### src/rtl/vedic_mac_pkg.sv
// vedic_mac_pkg: state encoding and default widths shared by vedic_mac_acc.
package vedic_mac_pkg;

   localparam int unsigned ACC_W_DEF = 40;
   localparam int unsigned CNT_W_DEF = 8;
   localparam int unsigned PROD_W    = 32;

   typedef enum logic [1:0] {
      IDLE  = 2'd0,
      ACCUM = 2'd1,
      HOLD  = 2'd2
   } state_e;

endpackage

### src/rtl/vedic_mac_acc_cla_add.sv
// cla_add_acc: W-bit carry-lookahead adder built from 4-bit lookahead groups
// with the group carries chained; operands are zero-padded to a whole group.
module cla_add_acc #(
   parameter int unsigned W = 40
) (
   input  logic [W-1:0] a,
   input  logic [W-1:0] b,
   input  logic         cin,
   output logic [W-1:0] sum,
   output logic         cout
);

   localparam int unsigned NG = (W + 3) / 4;
   localparam int unsigned PW = NG * 4;

   logic [PW-1:0] a_x;
   logic [PW-1:0] b_x;
   logic [PW-1:0] g;
   logic [PW-1:0] p;
   logic [PW-1:0] s_x;
   logic [PW:0]   c;

   always_comb begin
      a_x        = '0;
      b_x        = '0;
      a_x[W-1:0] = a;
      b_x[W-1:0] = b;
      g          = a_x & b_x;
      p          = a_x ^ b_x;
      c          = '0;
      c[0]       = cin;
      // Every carry inside a group is expanded from the group's carry-in.
      for (int unsigned k = 0; k < NG; k++) begin
         c[4*k+1] = g[4*k]
                  | (p[4*k] & c[4*k]);
         c[4*k+2] = g[4*k+1]
                  | (p[4*k+1] & g[4*k])
                  | (p[4*k+1] & p[4*k] & c[4*k]);
         c[4*k+3] = g[4*k+2]
                  | (p[4*k+2] & g[4*k+1])
                  | (p[4*k+2] & p[4*k+1] & g[4*k])
                  | (p[4*k+2] & p[4*k+1] & p[4*k] & c[4*k]);
         c[4*k+4] = g[4*k+3]
                  | (p[4*k+3] & g[4*k+2])
                  | (p[4*k+3] & p[4*k+2] & g[4*k+1])
                  | (p[4*k+3] & p[4*k+2] & p[4*k+1] & g[4*k])
                  | (p[4*k+3] & p[4*k+2] & p[4*k+1] & p[4*k] & c[4*k]);
      end
      s_x = p ^ c[PW-1:0];
   end

   assign sum  = s_x[W-1:0];
   assign cout = c[W];

endmodule

### src/rtl/vedic_mac_acc.sv
// vedic_mac_acc: frame accumulator for 32-bit products with IDLE/ACCUM/HOLD FSM.
// Define VEDIC_MAC_SAT_EN to saturate the sum on overflow instead of wrapping.
module vedic_mac_acc
   import vedic_mac_pkg::*;
#(
   parameter int unsigned ACC_W = ACC_W_DEF,
   parameter int unsigned CNT_W = CNT_W_DEF
) (
   input  logic              clk,
   input  logic              reset,
   input  logic              clr,
   input  logic [PROD_W-1:0] prod,
   input  logic              prod_valid,
   input  logic              prod_last,
   output logic              in_ready,
   output logic [ACC_W-1:0]  acc_out,
   output logic [CNT_W-1:0]  acc_cnt,
   output logic              acc_ovf,
   output logic              acc_valid,
   input  logic              acc_ready
);

   state_e            state_q, state_d;
   logic [ACC_W-1:0]  acc_q, acc_d;
   logic [CNT_W-1:0]  cnt_q, cnt_d;
   logic              ovf_q, ovf_d;
   logic              valid_q, valid_d;
   logic              rdy_q, rdy_d;

   logic              accept;
   logic [ACC_W-1:0]  prod_ext;
   logic [ACC_W-1:0]  add_sum;
   logic              add_cout;
   logic [ACC_W-1:0]  acc_next;
   logic [CNT_W-1:0]  cnt_inc;

   assign prod_ext = {{(ACC_W-PROD_W){1'b0}}, prod};
   assign accept   = prod_valid & rdy_q;

   cla_add_acc #(
      .W (ACC_W)
   ) u_add (
      .a    (acc_q),
      .b    (prod_ext),
      .cin  (1'b0),
      .sum  (add_sum),
      .cout (add_cout)
   );

   always_comb begin
`ifdef VEDIC_MAC_SAT_EN
      acc_next = add_cout ? '1 : add_sum;
`else
      acc_next = add_sum;
`endif
      cnt_inc = (cnt_q == '1) ? cnt_q : cnt_q + CNT_W'(1);
   end

   always_comb begin
      state_d = state_q;
      acc_d   = acc_q;
      cnt_d   = cnt_q;
      ovf_d   = ovf_q;
      if (clr) begin
         state_d = IDLE;
         acc_d   = '0;
         cnt_d   = '0;
         ovf_d   = 1'b0;
      end else begin
         unique case (state_q)
            IDLE: begin
               if (accept) begin
                  acc_d   = prod_ext;
                  cnt_d   = CNT_W'(1);
                  ovf_d   = 1'b0;
                  state_d = prod_last ? HOLD : ACCUM;
               end
            end
            ACCUM: begin
               if (accept) begin
                  acc_d   = acc_next;
                  cnt_d   = cnt_inc;
                  ovf_d   = ovf_q | add_cout;
                  state_d = prod_last ? HOLD : ACCUM;
               end
            end
            HOLD: begin
               if (acc_ready) begin
                  state_d = IDLE;
               end
            end
            default: state_d = IDLE;
         endcase
      end
      // Handshake outputs are registered, so derive them from the next state.
      valid_d = (state_d == HOLD);
      rdy_d   = (state_d != HOLD);
   end

   always_ff @(posedge clk or negedge reset) begin
      if (!reset) begin
         state_q <= IDLE;
         acc_q   <= '0;
         cnt_q   <= '0;
         ovf_q   <= 1'b0;
         valid_q <= 1'b0;
         rdy_q   <= 1'b1;
      end else begin
         state_q <= state_d;
         acc_q   <= acc_d;
         cnt_q   <= cnt_d;
         ovf_q   <= ovf_d;
         valid_q <= valid_d;
         rdy_q   <= rdy_d;
      end
   end

   assign in_ready  = rdy_q;
   assign acc_valid = valid_q;
   assign acc_out   = acc_q;
   assign acc_cnt   = cnt_q;
   assign acc_ovf   = ovf_q;

endmodule
### config.mk
export PLATFORM = sky130hd
export DESIGN_NAME = vedic_mac_acc
export DESIGN_NICKNAME = d
export VERILOG_FILES = /design/src/rtl/vedic_mac_pkg.sv /design/src/rtl/vedic_mac_acc_cla_add.sv /design/src/rtl/vedic_mac_acc.sv
export SDC_FILE = /design/constraint.sdc
export NUM_CORES = 1
export LEC_CHECK = 0
export ABC_AREA = 1
export BUFFER_PORTS_ARGS = -buffer_cell sky130_fd_sc_hd__buf_4
export CAP_MARGIN = 20
export CORE_MARGIN = 2
export CORE_UTILIZATION = 45
export DETAILED_ROUTE_END_ITERATION = 16
export PLACE_DENSITY_LB_ADDON = 0.08
export SETUP_SLACK_MARGIN = 0.3
export SLEW_MARGIN = 20
export SYNTH_ARGS = -nofsm -noshare
export SYNTH_HDL_FRONTEND = slang
export SYNTH_SLANG_ARGS = --single-unit
### constraint.sdc
create_clock -name clk -period 2.98 [get_ports clk]
set_input_delay 0.894 -clock clk [delete_from_list [all_inputs] [get_ports clk]]
set_output_delay 0.894 -clock clk [all_outputs]
set_load 0.02 [all_outputs]
Word-level counts from Yosys, hierarchy flattened

Index checks and enable logic that the tools add are counted.

Memories kept: 0
Register bits: 53
RAM bits: 0
Latch bits: 0
Memory bits (read-only): 0
Input bits: 38
Logic and storage cells: 292

Muxes and demuxes: 18
Order comparisons: 0
Multipliers: 0
Eq/ne operators: 8
Reduce and logical (&&, ||, !) cells: 5
Shift-type cells: 0
Div/mod/pow operators: 0
Bitwise operators: 254
Add/subtract/negate cells: 1

Operators by type and width:

| kind                                                                  | number |
|---|---|
| 1-bit bitwise AND                                                     | 154 |
| 40-bit 2-to-1 mux                                                     | 3 |
| 1-bit OR                                                              | 97 |
| 40-bit one-hot mux with 2 select lines                                | 1 |
| 40-bit by 32-bit bitwise AND with 40-bit output                       | 1 |
| 40-bit by 32-bit bitwise XOR with 40-bit output                       | 1 |
| 40-bit bitwise XOR                                                    | 1 |
| 8-bit 2-to-1 mux                                                      | 4 |
| 8-bit one-hot mux with 2 select lines                                 | 1 |
| 3-bit != test, second input constant                                  | 3 |
| 8-bit by 1-bit adder with 8-bit output, second input constant         | 1 |
| 8-bit equality test, second input constant                            | 1 |
| 2-bit 2-to-1 mux                                                      | 4 |
| 2-bit equality test, second input constant                            | 2 |
| 2-bit one-hot mux with 2 select lines                                 | 1 |
| 4-bit AND reduction                                                   | 1 |
| 1-bit 2-to-1 mux                                                      | 3 |
| 3-bit AND reduction                                                   | 1 |
| 3-bit nonzero test                                                    | 1 |
| 2-bit by 1-bit equality test with 1-bit output, second input constant | 1 |
| 2-bit zero test                                                       | 1 |
| 2-bit != test, second input constant                                  | 1 |
| 1-bit one-hot mux with 2 select lines                                 | 1 |
| 2-bit OR reduction                                                    | 1 |

Longest topological paths before layout

Gate-level depths: netlist of run 1.

Depth in word-level cells: 27
Gate-level depth with buffers: 25
Mapped depth without buffers: 25

Cells and area by module

A second synthesis of run 1 with hierarchy kept.

Cell total of the unflattened synthesis: 532
Area total of the unflattened synthesis: 4393.0 um^2

By module, submodules not included:

| module        | seq. area each (um^2) | area each (um^2) | cells each | times used |
|---|---|---|---|---|
| vedic_mac_acc | 1327.5                | 2708.8           | 307        | 1 |
| cla_add_acc   | 0.0                   | 1684.1           | 225        | 1 |

Least setup slack after synthesis of run 1

OpenSTA, ideal clock, no wires.

Path kind: input to register
Start: in prod[3]
End: reg acc_q[28] (netlist: acc_out[28])
Path slack: -0.041 ns
Setup time: 0.083 ns
Required time: 2.897 ns
Arrival time: 2.938 ns
Path buffers: 0
Stages on the path: 21
Cell sequence: ha_1 > or2_0 > nand2_1 > nand2_2 > nand2_2 > nand2_2 > nand2_2 > nand2_2 > nand2_1 > nand2_1 > nand2_1 > nand2_1 > nand2_1 > nand2_2 > nand2_2 > nand2_4 > inv_1 > fa_1 > nand2_1 > o21ai_0 > o22ai_1

Longest elaborated chain between the ends: 21
Elaborated cells on any way between the ends: 26

Ends and longest elaborated chain:

| element                                              | RTL line                                                                              | text |
|---|---|---|
| start: declaration                                   | vedic_mac_acc.sv:12                                                                   | `input logic [PROD_W-1:0] prod,` |
| 40-bit by 32-bit bitwise XOR with 40-bit output      | vedic_mac_acc_cla_add.sv:29                                                           | `p = a_x ^ b_x;` |
| 1-bit bitwise AND (on tied branches)                 | vedic_mac_acc_cla_add.sv:44, vedic_mac_acc_cla_add.sv:45, vedic_mac_acc_cla_add.sv:46 |  |
| 1-bit OR (tied with other cells)                     | vedic_mac_acc_cla_add.sv:44                                                           | `\| (p[4*k+3] & g[4*k+2])` |
| 1-bit OR / 1-bit bitwise AND (equally long branches) | vedic_mac_acc_cla_add.sv:45, vedic_mac_acc_cla_add.sv:46                              |  |
| 1-bit OR *                                           | vedic_mac_acc_cla_add.sv:46                                                           | `\| (p[4*k+3] & p[4*k+2] & p[4*k+1] & g[4*k])` |
| 1-bit bitwise AND *                                  | vedic_mac_acc_cla_add.sv:47                                                           | `\| (p[4*k+3] & p[4*k+2] & p[4*k+1] & p[4*k] & c[4*k]);` |
| 1-bit OR *                                           | vedic_mac_acc_cla_add.sv:47                                                           |  |
| 1-bit bitwise AND *                                  | vedic_mac_acc_cla_add.sv:47                                                           |  |
| [... 5 more ...]                                     | n/a                                                                                   |  |
| 1-bit bitwise AND *                                  | vedic_mac_acc_cla_add.sv:47                                                           |  |
| 1-bit OR *                                           | vedic_mac_acc_cla_add.sv:47                                                           |  |
| 1-bit bitwise AND *                                  | vedic_mac_acc_cla_add.sv:47                                                           |  |
| 1-bit OR *                                           | vedic_mac_acc_cla_add.sv:47                                                           |  |
| 40-bit bitwise XOR *                                 | vedic_mac_acc_cla_add.sv:49                                                           | `s_x = p ^ c[PW-1:0];` |
| 40-bit 2-to-1 mux *                                  | vedic_mac_acc.sv:80                                                                   | `if (accept) begin` |
| 40-bit one-hot mux with 2 select lines *             | vedic_mac_acc.sv:70                                                                   | `unique case (state_q)` |
| 40-bit 2-to-1 mux *                                  | vedic_mac_acc.sv:64                                                                   | `if (clr) begin` |
| end signal: assignment                               | vedic_mac_acc.sv:103                                                                  | `acc_q <= '0;` |
| end signal: assignment                               | vedic_mac_acc.sv:110                                                                  | `acc_q <= acc_d;` |
| end: declaration                                     | vedic_mac_acc.sv:24                                                                   | `logic [ACC_W-1:0] acc_q, acc_d;` |

Mark *: on every way between the ends. The rest lies on a longest branch, timed or not. The select of a mux whose other input is x is not followed.
A chain may end at the register's enable or synchronous reset.

Worst setup path in the final report of run 1

Start: in prod[3]
End: reg acc_q[33] (netlist: acc_out[33])

Longest elaborated chain between the ends: 25
Elaborated cells on any way between the ends: 30

Ends and longest elaborated chain:

| element                                              | RTL line                                                                              | text |
|---|---|---|
| 40-bit by 32-bit bitwise XOR with 40-bit output      | vedic_mac_acc_cla_add.sv:29                                                           |  |
| 1-bit bitwise AND (on tied branches)                 | vedic_mac_acc_cla_add.sv:44, vedic_mac_acc_cla_add.sv:45, vedic_mac_acc_cla_add.sv:46 |  |
| 1-bit OR (tied with other cells)                     | vedic_mac_acc_cla_add.sv:44                                                           |  |
| 1-bit OR / 1-bit bitwise AND (equally long branches) | vedic_mac_acc_cla_add.sv:45, vedic_mac_acc_cla_add.sv:46                              |  |
| 1-bit OR *                                           | vedic_mac_acc_cla_add.sv:46                                                           |  |
| 1-bit bitwise AND *                                  | vedic_mac_acc_cla_add.sv:47                                                           |  |
| 1-bit OR *                                           | vedic_mac_acc_cla_add.sv:47                                                           |  |
| 1-bit bitwise AND *                                  | vedic_mac_acc_cla_add.sv:47                                                           |  |
| [... 9 more ...]                                     | n/a                                                                                   |  |
| 1-bit bitwise AND *                                  | vedic_mac_acc_cla_add.sv:47                                                           |  |
| 1-bit OR *                                           | vedic_mac_acc_cla_add.sv:47                                                           |  |
| 1-bit bitwise AND *                                  | vedic_mac_acc_cla_add.sv:35                                                           | `\| (p[4*k] & c[4*k]);` |
| 1-bit OR *                                           | vedic_mac_acc_cla_add.sv:35                                                           |  |
| 40-bit bitwise XOR *                                 | vedic_mac_acc_cla_add.sv:49                                                           |  |
| 40-bit 2-to-1 mux *                                  | vedic_mac_acc.sv:80                                                                   |  |
| 40-bit one-hot mux with 2 select lines *             | vedic_mac_acc.sv:70                                                                   |  |
| 40-bit 2-to-1 mux *                                  | vedic_mac_acc.sv:64                                                                   |  |

Marked as above.

==> qor.csv, run 1 <==
metric;value;unit
fin crit share;95.19;%
post-route ant nets;0;
Post-Syn Nets;592;
slew margin rel.;53.36;%
final worst path period need;2.837;ns
reg2reg end;acc_out[33]$_DFFE_PN0P_;
Hold Path Origin;acc_out[39]$_DFFE_PN0P_;
Core ar.;0.008299;mm²
Setup-failing EPs final;0;
antenna cells;0;
first-pass GRT wire length;17620;µm
kind of critical path;input port to register;
Clock Skew;0.01597;ns
critical path, cell by cell;buf_6 > ha_4 > or2_0 > nand2_1 > nand2_2 > nand2_2 > nand2_2 > nand2_2 > nand2_2 > nand2_2 > nand2_2 > nand2_2 > nand2_2 > nand2_2 > nand2_4 > nand2_4 > nand2_4 > nand2_4 > nand2_4 > buf_12 > ha_4 > and3_4 > nor3_4;
Crit path top cell by count;nand2_2;
combinational power share;39.0;%
Pre-antenna DRT Iters;4;
Synth Instances;511;
CTS tree;built;
All-Layer GR Usage;22.34;%
layout cell share with drive strength beyond 1;29.38;%
FF+latch count, synth;53;
clock power share;21.1;%
setup total negative slack;0;ns
worst path required time;3.22;ns
share of the synthesized area in the top cell type;33.55;%
R2R Path Start;acc_out[3]$_DFFE_PN0P_;
Reg power frac;39.9;%
P_int;0.001290;W
Synth Area per Inst;7.590;µm²
Max Clock Freq;352.5;MHz
Clock transition at path regs;0.10;ns
via count;3762;
Hold Path End;acc_out[39]$_DFFE_PN0P_;
die height;96.84;µm
DR iter-0 viols;127;
Root Buffer;clkbuf_8;
row count;33;
Synth Warn #;0;
status;finished clean;
vias in the first global route;3889;
Startpoint Class;input port;
FILL cells;740;
Post-Synthesis Cell Area;0.003879;mm²
Peak VDD IR;0.0002504;V
unrepaired setup endpoints after global routing;yes;
worst hold path type;register to register;
slowest CP cell;ha_4;
CTS buffer count;5;
reg2reg path depth;22;
Total Wirelength;10260;µm
Port Buffers;88;
slew of the pin with the lowest slew margin;0.6996;ns
nets;713;
crit path max fanout;3;
MaxCap Viol Count;0;
initial antenna violation count;0;
Die Wd;96.84;µm
GRT overflow;0;
# IOs;89;
Hold Fails Final Rpt;0;
final worst setup slack;0.1433;ns
H-tree depth;2;
R2R Setup Slk;0.35;ns
vias per cell;5.098;
critical path arrival;3.08;ns
largest area contributor in the netlist;dfrtp_1;
Critical Path End Type;register;
clk_lat worst skew;0.31;ns
post-detail-place hpwl;7280;µm
Seq/Total Area, Yosys;34.23;%
DP Area;0.004865;mm²
Post-Layout Inst Area;0.005281;mm²
Post-route DRC;0;
hold path cells;2;
power per cell area;385.7;mW/mm²
fin. max-slew vios;0;
deepest clock path buffer count;2;
max incr delay on CP;0.21;ns
synth top area cells;dfrtp_1 (34%), ha_1 (11%), nand2_1 (9.5%);
Place WS;-0.2312;ns
initial cell density of the core;46.74;%
Sink Count;53;
largest net degree at the start of global routing;54;
Area Overhead vs Synth;36.16;%
Routability Congestion;0.8483;
switching power;0.0007473;W
sw frac;36.69;%
full die area;0.009378;mm²
CTS Hold Buffers Added;0;
Synth cell types;33;
Total Power;0.002037;W
Pleak;2.665;nW
WL/cell;13.90;µm
==> cell usage after synthesis, drive strengths merged <==
cell,count
a211oi,1
a21oi,32
a22o,1
a22oi,1
and3,1
buf,1
clkbuf,12
dfrtp,52
dfstp,1
fa,8
ha,35
inv,70
mux2i,1
nand2,109
nand3,23
nand3b,3
nand4,2
nor2,58
nor3,5
nor4,2
o21a,2
o21ai,59
o22ai,8
o31ai,1
or2,2
xnor2,12
xor2,9
==> sequential cells by signal, summed over array words and instances, names as in the netlist <==
register,cells
acc_valid,1
acc_cnt,8
state_q,2
acc_ovf,1
in_ready,1
acc_out,40
==> worst max path at each step <==
stage / from / to / slack, ns / cells past startpoint
final: prod[3] / acc_out[33]$_DFFE_PN0P_ / 0.14 / 23
after global routing: prod[6] / acc_out[28]$_DFFE_PN0P_ / -0.01 / 21
after CTS: prod[2] / acc_out[37]$_DFFE_PN0P_ / 0.15 / 26
after detailed placement: prod[2] / acc_out[28]$_DFFE_PN0P_ / -0.23 / 23
after global placement: prod[1] / acc_out[28]$_DFFE_PN0P_ / -0.19 / 21
after floorplan: prod[2] / acc_out[28]$_DFFE_PN0P_ / 0.07 / 22
==> metal layers <==
metal | part of all wire (%) | routed length [µm] | global-route usage (%) | up-vias
met3 | 4.7 | 477 | 3.613 | 10
met4 | 0.89 | 91 | 5.850 | 0
met5 | 0 | 0 | 0 | -
met1 | 45 | 4626 | 28.84 | 1781
met2 | 49 | 5060 | 38.94 | 76
li1 | - | - | - | 1895
==> metrics by stage <==
stage | instances | utilization, % | hold WS, ns
floorplan | 511 | - | 0.5347
global placement | 712 | 58.62 | 0.4919
detailed placement | 712 | 58.62 | 0.4928
CTS | 737 | 62.45 | 0.5231
global route | 738 | 63.64 | 0.5495
finish | 738 | 63.64 | 0.5203
==> layout make-up <==
| type | count | area [µm²] | area share, % |
|---|---|---|---|
| multi-input combinational | 375 | 2480 | 46.96 |
| timing repair buffer | 127 | 988.4 | 18.72 |
| clock inverter | 3 | 22.52 | 0.4264 |
| inverter | 70 | 262.8 | 4.975 |
| sequential | 53 | 1328 | 25.14 |
| clock buffer | 5 | 68.82 | 1.303 |
| tap | 105 | 131.4 | 2.488 |
==> placed cells by master (no fill, tap or decap), types with 3 or more instances in the layout <==
master    count
nand3_1      19
dfrtp_1      52
nand2_2      14
buf_6         4
o22ai_1       8
o21ai_1      13
nand2_1      90
a21oi_1      28
nor2_2        4
buf_4       121
xor2_1        9
ha_4          9
nor2_1       53
inv_1        68
nor3_1        4
ha_1         26
xnor2_1      11
nand3b_1      3
fa_1          7
clkbuf_8      5
nand3_4       3
nand2_4       5
o21ai_0      45
a21oi_2       3
==> cell families (layout without fill, tap and decap cells) <==
kind of cell               Yosys count  count (layout)  synth area share (%)
and+or+nand+nor                    205             205                 23.10
AOI/OAI and AO/OA                  105             105                 14.23
buffers and inverters               83             205                 8.032
DFF                                 53              53                 34.23
adders and majority gates           43              43                 15.42
xor gates and xnor gates            21              21                 4.742
muxes                                1               1                0.2581
==> repair_timing <==
item	4_1_cts	5_1_grt
hold endpoints to repair	0	0
pin swaps	17	19
buffers inserted	17	1
gates resized for setup	17	26
setup endpoints to repair	12	20
==> power by group through the flow <==
| stage | clock network [W] | logic [W] | registers (W) |
|---|---|---|---|
| detailed placement | 0 | 0.000730 | 0.000825 |
| global route | 0.000474 | 0.000887 | 0.000819 |
| finish | 0.000430 | 0.000795 | 0.000812 |
| CTS | 0.000441 | 0.000774 | 0.000812 |
| global placement | 0 | 0.000712 | 0.000823 |
| floorplan | 0 | 0.000405 | 0.000871 |
==> critical path: cells and delay by family <==
kind | cells | cell delay [ns]
and+or+nand+nor | 19 | 1.57
buffers and inverters | 2 | 0.24
adders and majority gates | 2 | 0.36
Note: power is estimated with default switching activity, not from simulation.
==> inputs of run 2 (changes only) <==
--- a/config.mk
+++ b/config.mk
@@ -5,7 +5,8 @@
 export SDC_FILE = /design/constraint.sdc
 export NUM_CORES = 1
 export LEC_CHECK = 0
-export ABC_AREA = 1
+export ABC_AREA = 0
+export ABC_CLOCK_PERIOD_IN_PS = 2980
 export BUFFER_PORTS_ARGS = -buffer_cell sky130_fd_sc_hd__buf_4
 export CAP_MARGIN = 20
 export CORE_MARGIN = 2
==> run 2 against run 1 <==
  * Sequential share of layout area down 1.8 points
  * Final cell count shrank 6.4%
  * Count of clock-buffer cells in the layout is the same
  * Hold slack better by 0.0042 ns
  * Combinational power increased by 15%
  * Clock power is 8.4% higher
  * Clock skew fell by 0.010 ns
  * Power up 7.8%
  * Area after synthesis increased by 0.81%
  * Die area up 0.78%
  * Critical path type unchanged
  * Largest cell class unchanged
  * Largest power group is now combinational cells
==> qor.csv, run 2 <==
metric;value;unit;change
switching power;0.0008055;W;was 0.0007473 W
post-detail-place hpwl;7685;µm;was 7280 µm
top post-synthesis cells by count;dfrtp_1 (52), o21ai_0 (41), nor2_1 (40);;was nand2_1 (98), inv_1 (70), nor2_1 (56)
top-count cell post-synth;dfrtp_1;;was nand2_1
Primary FF master, synth;dfrtp_1;;unchanged
clk_lat worst skew;0.32;ns;was 0.31 ns
flip-flop count of the largest register after layout;40;;unchanged
nets;663;;was 713
critical path arrival;3.22;ns;was 3.08 ns
Final Util;66.54;%;was 63.64%
synth top area cells;dfrtp_1 (33%), ha_1 (11%), o21ai_0 (5.2%);;was dfrtp_1 (34%), ha_1 (11%), nand2_1 (9.5%)
worst path required time;3.24;ns;was 3.22 ns
unrepaired setup endpoints after global routing;yes;;unchanged
Setup-failing EPs final;0;;unchanged
setup total negative slack;0;ns;unchanged
vias per cell;5.478;;was 5.098
Hold Path Origin;acc_ovf$_DFFE_PN0P_;;was acc_out[39]$_DFFE_PN0P_
vias in the first global route;3725;;was 3889
Synth Warn #;0;;unchanged
Area Overhead vs Synth;45.50;%;was 36.16%
slew margin rel.;51.02;%;was 53.36%
Seq/Total Area, Yosys;33.95;%;was 34.23%
full die area;0.009451;mm²;was 0.009378 mm²
fin. max-slew vios;0;;unchanged
Clock Skew;0.005839;ns;was 0.01597 ns
WL/cell;15.54;µm;was 13.90 µm
P_int;0.001390;W;was 0.001290 W
initial cell density of the core;45.73;%;was 46.74%
deepest clock path buffer count;2;;unchanged
kind of critical path;input port to register;;unchanged
# IOs;89;;unchanged
fin crit share;99.47;%;was 95.19%
Reg power frac;37.3;%;was 39.9%
CTS Hold Buffers Added;0;;unchanged
initial antenna violation count;0;;unchanged
Hold Fails Final Rpt;0;;unchanged
Synth Area per Inst;9.030;µm²;was 7.590 µm²
Max Clock Freq;337.4;MHz;was 352.5 MHz
Clock transition at path regs;0.12;ns;was 0.10 ns
H-tree depth;2;;unchanged
Total Wirelength;10740;µm;was 10260 µm
combinational power share;41.5;%;was 39.0%
clock power share;21.2;%;was 21.1%
worst hold path type;register to register;;unchanged
MaxCap Viol Count;0;;unchanged
Startpoint Class;input port;;unchanged
Sink Count;53;;unchanged
leading cell type in the layout, fill and taps excluded;buf_4;;unchanged
Peak VDD IR;0.0002887;V;was 0.0002504 V
Synth cell types;64;;was 33
Place WS;-0.3351;ns;was -0.2312 ns
post-route ant nets;0;;unchanged
Post-Layout Inst Area;0.005689;mm²;was 0.005281 mm²
Critical Path End Type;register;;unchanged
final worst path period need;2.964;ns;was 2.837 ns
Root Buffer;clkbuf_8;;unchanged
Port Buffers;88;;unchanged
Synth Instances;433;;was 511
sw frac;36.68;%;was 36.69%
final worst setup slack;0.01593;ns;was 0.1433 ns
CTS tree;built;;unchanged
largest net degree at the start of global routing;54;;unchanged
FF+latch count, synth;53;;unchanged
Post-route DRC;0;;unchanged
Synth async-reset ratio;100.0;%;unchanged
Die Wd;97.22;µm;was 96.84 µm
CP startpoint;prod[14];;was prod[3]
crit path max fanout;3;;unchanged
status;finished clean;;unchanged
CTS buffer count;5;;unchanged
GRT overflow;0;;unchanged
Post-Synthesis Cell Area;0.003910;mm²;was 0.003879 mm²
DP Area;0.005253;mm²;was 0.004865 mm²
Core ar.;0.008551;mm²;was 0.008299 mm²
die height;97.22;µm;was 96.84 µm
layout cell share with drive strength beyond 1;38.94;%;was 29.38%
Pleak;2.692;nW;was 2.665 nW
Routability Congestion;0.8225;;was 0.8483
commonest cells after routing, fill and taps aside;buf_4 (146), dfrtp_1 (52), nand2_1 (38), nor2_1 (38), a21oi_1 (29);;was buf_4 (121), nand2_1 (90), inv_1 (68)
first-pass GRT wire length;17990;µm;was 17620 µm
DR iter-0 viols;121;;was 127
Pre-antenna DRT Iters;5;;was 4
slew of the pin with the lowest slew margin;0.7348;ns;was 0.6996 ns
share of the synthesized area in the top cell type;33.28;%;was 33.55%
Fin Hold WS;0.5245;ns;was 0.5203 ns
Post-Syn Nets;514;;was 592
All-Layer GR Usage;22.80;%;was 22.34%
row count;34;;was 33
power per cell area;385.9;mW/mm²;was 385.7 mW/mm²
R2R Path Start;acc_out[14]$_DFFE_PN0P_;;was acc_out[3]$_DFFE_PN0P_
largest area contributor in the netlist;dfrtp_1;;unchanged
antenna cells;0;;unchanged
via count;3785;;was 3762
Post-synth EDFFs;0;;unchanged
run 2: cell types whose count changed in the layout (fill, tap and decap cells not counted), moves of 10 or more:
cell     change
nor2_1      -15
a22oi_1     +10
nand2_2     -14
o21ai_0     -26
nand2_1     -52
buf_4       +25
a21o_1      +11
inv_1       -44
run 2: through the flow:
stage	cells	total power, W
4_1_cts	682	0.002134
2_1_floorplan	433	0.001304
3_5_place_dp	670	0.001640
3_3_place_gp	670	0.001618
6_report	691	0.002196
5_1_grt	691	0.002334
run 2: path summary, 6_finish.rpt:
path | endpoint | depth (start not counted) | slack [ns]
worst max-delay path | acc_out[28]$_DFFE_PN0P_ | 12 | 0.02
worst min-delay path | acc_ovf$_DFFE_PN0P_ | 2 | 0.52
worst max register to register | acc_out[28]$_DFFE_PN0P_ | 11 | 0.26
worst min register to register | acc_ovf$_DFFE_PN0P_ | 2 | 0.52
max in group asynchronous | acc_cnt[2]$_DFFE_PN0P_ | 1 | 1.88
min in group asynchronous | acc_out[10]$_DFFE_PN0P_ | 1 | 0.62
run 2: layer usage:
metal / vias up / wire, µm / track usage (%)
met4: 0 / 167 / 4.167
li1: 1856 / - / -
met5: - / 0 / 0
met1: 1826 / 4937 / 32.17
met3: 14 / 452 / 3.094
met2: 89 / 5181 / 38.09
run 2: critical path, cell delays in order:
cell and delay, ns:
buf_8 0.10, ha_4 0.23, a21o_1 0.17, a221o_1 0.37, a31o_1 0.22, o31ai_2 0.22, a21o_2 0.18, and2_4 0.14
fa_2 0.42, nor2_1 0.11, a21oi_1 0.06, o21ai_1 0.12
run 2: timing repair:
item                       4_1_cts  5_1_grt
pin swaps                       16       31
setup endpoints to repair       27       31
buffers inserted                 4        9
resized for setup               18       44
run 2: cell type report:
| class | instances | area [µm²] |
|---|---|---|
| Fill cell | 679 | 2861 |
| Multi-Input combinational cell | 338 | 2784 |
| Sequential cell | 53 | 1328 |
| Timing Repair Buffer | 159 | 1254 |
| Tap cell | 108 | 135.1 |
| Inverter | 25 | 93.84 |
| Clock buffer | 5 | 68.82 |
| Clock inverter | 3 | 26.28 |
run 2: cells by family (layout without fill, tap and decap cells):
group                      after synthesis  count (layout)  synth area share, %
AOI/OAI and AO/OA                      135             135                22.72
xor gates and xnor gates                23              23                5.152
adders and majority gates               43              43                15.30
buffers and inverters                   42             192                4.480
DFF                                     53              53                33.95
muxes                                    6               6                1.568
and+or+nand+nor                        131             131                16.83
run 2: power by group through the flow:
stage | registers [W] | logic [W] | clock network [W]
3_3_place_gp | 0.000830 | 0.000788 | 0
6_report | 0.000818 | 0.000911 | 0.000466
5_1_grt | 0.000826 | 0.000999 | 0.000509
3_5_place_dp | 0.000831 | 0.000810 | 0
2_1_floorplan | 0.000877 | 0.000427 | 0
4_1_cts | 0.000818 | 0.000841 | 0.000474
==> inputs of run 3 (changes only) <==
--- a/config.mk
+++ b/config.mk
@@ -13,7 +13,7 @@
 export CORE_UTILIZATION = 45
 export DETAILED_ROUTE_END_ITERATION = 16
 export PLACE_DENSITY_LB_ADDON = 0.08
-export SETUP_SLACK_MARGIN = 0.3
+export SETUP_SLACK_MARGIN = 0.5
 export SLEW_MARGIN = 20
 export SYNTH_ARGS = -nofsm -noshare
 export SYNTH_HDL_FRONTEND = slang
==> run 3 against run 2 <==
  * The flow now finishes with violations (negative setup slack)
  * Sequential power rose by 0.5%
  * Power rose by 4.2%
  * Maximum frequency fell by 3.1%
  * Setup slack got worse by 0.093 ns
  * Via count rose by 0.85%
  * Critical path type unchanged
==> qor.csv, run 3 (synthesis results as in run 2) <==
metric;value;unit;change
vias per cell;5.453;;was 5.478
WL/cell;15.95;µm;was 15.54 µm
full die area;0.009451;mm²;unchanged
Hold Fails Final Rpt;0;;unchanged
switching power;0.0007976;W;was 0.0008055 W
first-pass GRT wire length;18480;µm;was 17990 µm
critical path arrival;3.31;ns;was 3.22 ns
Critical Path End Type;register;;unchanged
final worst setup slack;-0.07747;ns;was 0.01593 ns
Total Wirelength;11170;µm;was 10740 µm
power per cell area;384.9;mW/mm²;was 385.9 mW/mm²
vias in the first global route;3817;;was 3725
FF/Latch Area;0.001328;mm²;unchanged
Fin Hold WS;0.5475;ns;was 0.5245 ns
All-Layer GR Usage;23.60;%;was 22.80%
Clock transition at path regs;0.11;ns;was 0.12 ns
die height;97.22;µm;unchanged
row count;34;;unchanged
hold path cells;2;;unchanged
Area Overhead vs Synth;52.00;%;was 45.50%
Multi-input gate area;0.002898;mm²;was 0.002784 mm²
Total Power;0.002288;W;was 0.002196 W
status;finished, violations left;;was finished clean
critical path, cell by cell;buf_6 > ha_4 > and3_4 > a221o_1 > a31o_4 > o31ai_4 > a21o_2 > and2_4 > fa_2 > nor2_1 > a21oi_1 > o21ai_1;;was buf_8 > ha_4 > a21o_1 > a221o_1 > a31o_1 > o31ai_2 > a21o_2 > and2_4 > fa_2 > nor2_1 > a21oi_1 > o21ai_1
via count;3817;;was 3785
CP bufs+invs;1;;unchanged
flip-flop count of the largest register after layout;40;;unchanged
slew of the pin with the lowest slew margin;0.7124;ns;was 0.7348 ns
Clock Skew;0.01080;ns;was 0.005839 ns
failing checks;negative setup slack;;
CTS buffer count;5;;unchanged
fin. max-slew vios;0;;unchanged
Hold Path Origin;acc_out[29]$_DFFE_PN0P_;;was acc_ovf$_DFFE_PN0P_
# IOs;89;;unchanged
final worst path period need;3.057;ns;was 2.964 ns
GRT overflow;0;;unchanged
CTS tree;built;;unchanged
Reg power frac;35.9;%;was 37.3%
Post-route DRC;0;;unchanged
max incr delay on CP;0.42;ns;about the same
commonest cells after routing, fill and taps aside;buf_4 (141), dfrtp_1 (52), nand2_1 (38);;was buf_4 (146), dfrtp_1 (52), nand2_1 (38), nor2_1 (38), a21oi_1 (29)
FILL cells;668;;was 679
Post-Layout Inst Area;0.005943;mm²;was 0.005689 mm²
R2R Path Start;acc_out[13]$_DFFE_PN0P_;;was acc_out[14]$_DFFE_PN0P_
fin crit share;102.6;%;was 99.47%
Place WS;-0.3884;ns;was -0.3351 ns
clock power share;22.7;%;was 21.2%
Pleak;2.768;nW;was 2.692 nW
unrepaired setup endpoints after global routing;yes;;unchanged
crit path max fanout;3;;unchanged
clk_lat worst skew;0.31;ns;was 0.32 ns
Max Clock Freq;327.1;MHz;was 337.4 MHz
slowest CP cell;fa_2;;unchanged
DP Area;0.005276;mm²;was 0.005253 mm²
Setup-failing EPs final;9;;was 0
Root Buffer;clkbuf_8;;unchanged
reg2reg path depth;11;;unchanged
kind of critical path;input port to register;;unchanged
MaxCap Viol Count;0;;unchanged
Die Wd;97.22;µm;unchanged
Sink Count;53;;unchanged
Peak VDD IR;0.0002215;V;was 0.0002887 V
H-tree depth;2;;unchanged
antenna cells;0;;unchanged
cell family with most CP delay;compound AO/OA/AOI/OAI gates;;unchanged
combinational power share;41.4;%;was 41.5%
leading cell type in the layout, fill and taps excluded;buf_4;;unchanged
post-route ant nets;0;;unchanged
worst hold path type;register to register;;unchanged
Hold Path End;acc_out[29]$_DFFE_PN0P_;;was acc_ovf$_DFFE_PN0P_
DR iter-0 viols;164;;was 121
largest net degree at the start of global routing;54;;unchanged
R2R Setup Slk;0.12;ns;was 0.26 ns
slew margin rel.;52.51;%;was 51.02%
CTS Hold Buffers Added;0;;unchanged
initial antenna violation count;0;;unchanged
deepest clock path buffer count;2;;unchanged
layout cell share with drive strength beyond 1;42.06;%;was 38.94%
reg2reg end;acc_out[28]$_DFFE_PN0P_;;unchanged
worst path required time;3.23;ns;was 3.24 ns
sw frac;34.86;%;was 36.68%
Core ar.;0.008551;mm²;unchanged
Routability Congestion;0.8090;;was 0.8225
Pre-antenna DRT Iters;4;;was 5
post-detail-place hpwl;7767;µm;was 7685 µm
nets;672;;was 663
P_int;0.001490;W;was 0.001390 W
initial cell density of the core;45.73;%;unchanged
Startpoint Class;input port;;unchanged
Port Buffers;88;;unchanged
## run 3: changes by cell type in the layout (fill, tap and decap cells not counted), sizes merged
cell      change
buf           +9
bufinv        +1
clkinv        +1
clkinvlp      +1
inv           -3
## run 3: timing repair
action | CTS | global route
pin swaps | 37 | 39
setup buffers | 18 | 5
setup endpoints to repair | 35 | 36
resized for setup | 57 | 35
## run 3: through the flow
| step | setup TNS [ns] | instances | utilization, % |
|---|---|---|---|
| 5_1_grt | -1.132 | 700 | 69.51 |
| 3_3_place_gp | -3.959 | 669 | 61.71 |
| 4_1_cts | 0 | 695 | 67.40 |
| 3_5_place_dp | -5.147 | 669 | 61.71 |
| 6_report | -0.2291 | 700 | 69.51 |
| 2_1_floorplan | -0.2249 | 433 | - |
## run 3: worst max-delay path by stage
stage | end | startpoint | slack [ns] | depth (start not counted)
final | acc_out[28]$_DFFE_PN0P_ | prod[13] | -0.08 | 12
after global routing | acc_out[29]$_DFFE_PN0P_ | prod[15] | -0.17 | 13
after CTS | acc_out[29]$_DFFE_PN0P_ | prod[14] | 0.02 | 13
after detailed placement | acc_out[28]$_DFFE_PN0P_ | prod[14] | -0.39 | 12
after global placement | acc_out[28]$_DFFE_PN0P_ | prod[14] | -0.34 | 12
after floorplan | acc_out[28]$_DFFE_PN0P_ | prod[14] | -0.09 | 11
## run 3: power groups by stage
| stage | registers, W | logic, W | clock network (W) |
|---|---|---|---|
| 2_1_floorplan | 0.000877 | 0.000436 | 0 |
| 3_3_place_gp | 0.000830 | 0.000793 | 0 |
| 3_5_place_dp | 0.000832 | 0.000815 | 0 |
| 4_1_cts | 0.000821 | 0.000904 | 0.000531 |
| 5_1_grt | 0.000829 | 0.00104 | 0.000558 |
| 6_report | 0.000822 | 0.000946 | 0.000519 |
## run 3: worst register-to-register path: stages, from the launching register on
cell	delay [ns]
dfrtp_1	0.44
ha_4	0.25
and3_4	0.19
a221o_1	0.34
a31o_4	0.27
o31ai_4	0.28
a21o_2	0.20
and2_4	0.15
fa_2	0.42
nor2_1	0.10
a21oi_1	0.05
o21ai_1	0.12
## run 3: layout make-up
cell class              instances  area share (%)
flip-flops and latches         53           22.34
inverters                      25           1.579
clock buffers                   5           1.158
multi-input cells             338           48.76
well taps                     108           2.274
repair buffers                168           23.12
clock inverters                 3          0.7789
## run 3: per-layer routing
layer	part of all wire, %	GRT usage [%]	up-vias	wire (µm)
li1	-	-	1873	-
met3	4.1	3.094	13	453
met5	0	0	-	0
met1	43	30.00	1850	4836
met2	52	43.32	81	5761
met4	1.0	4.380	0	114
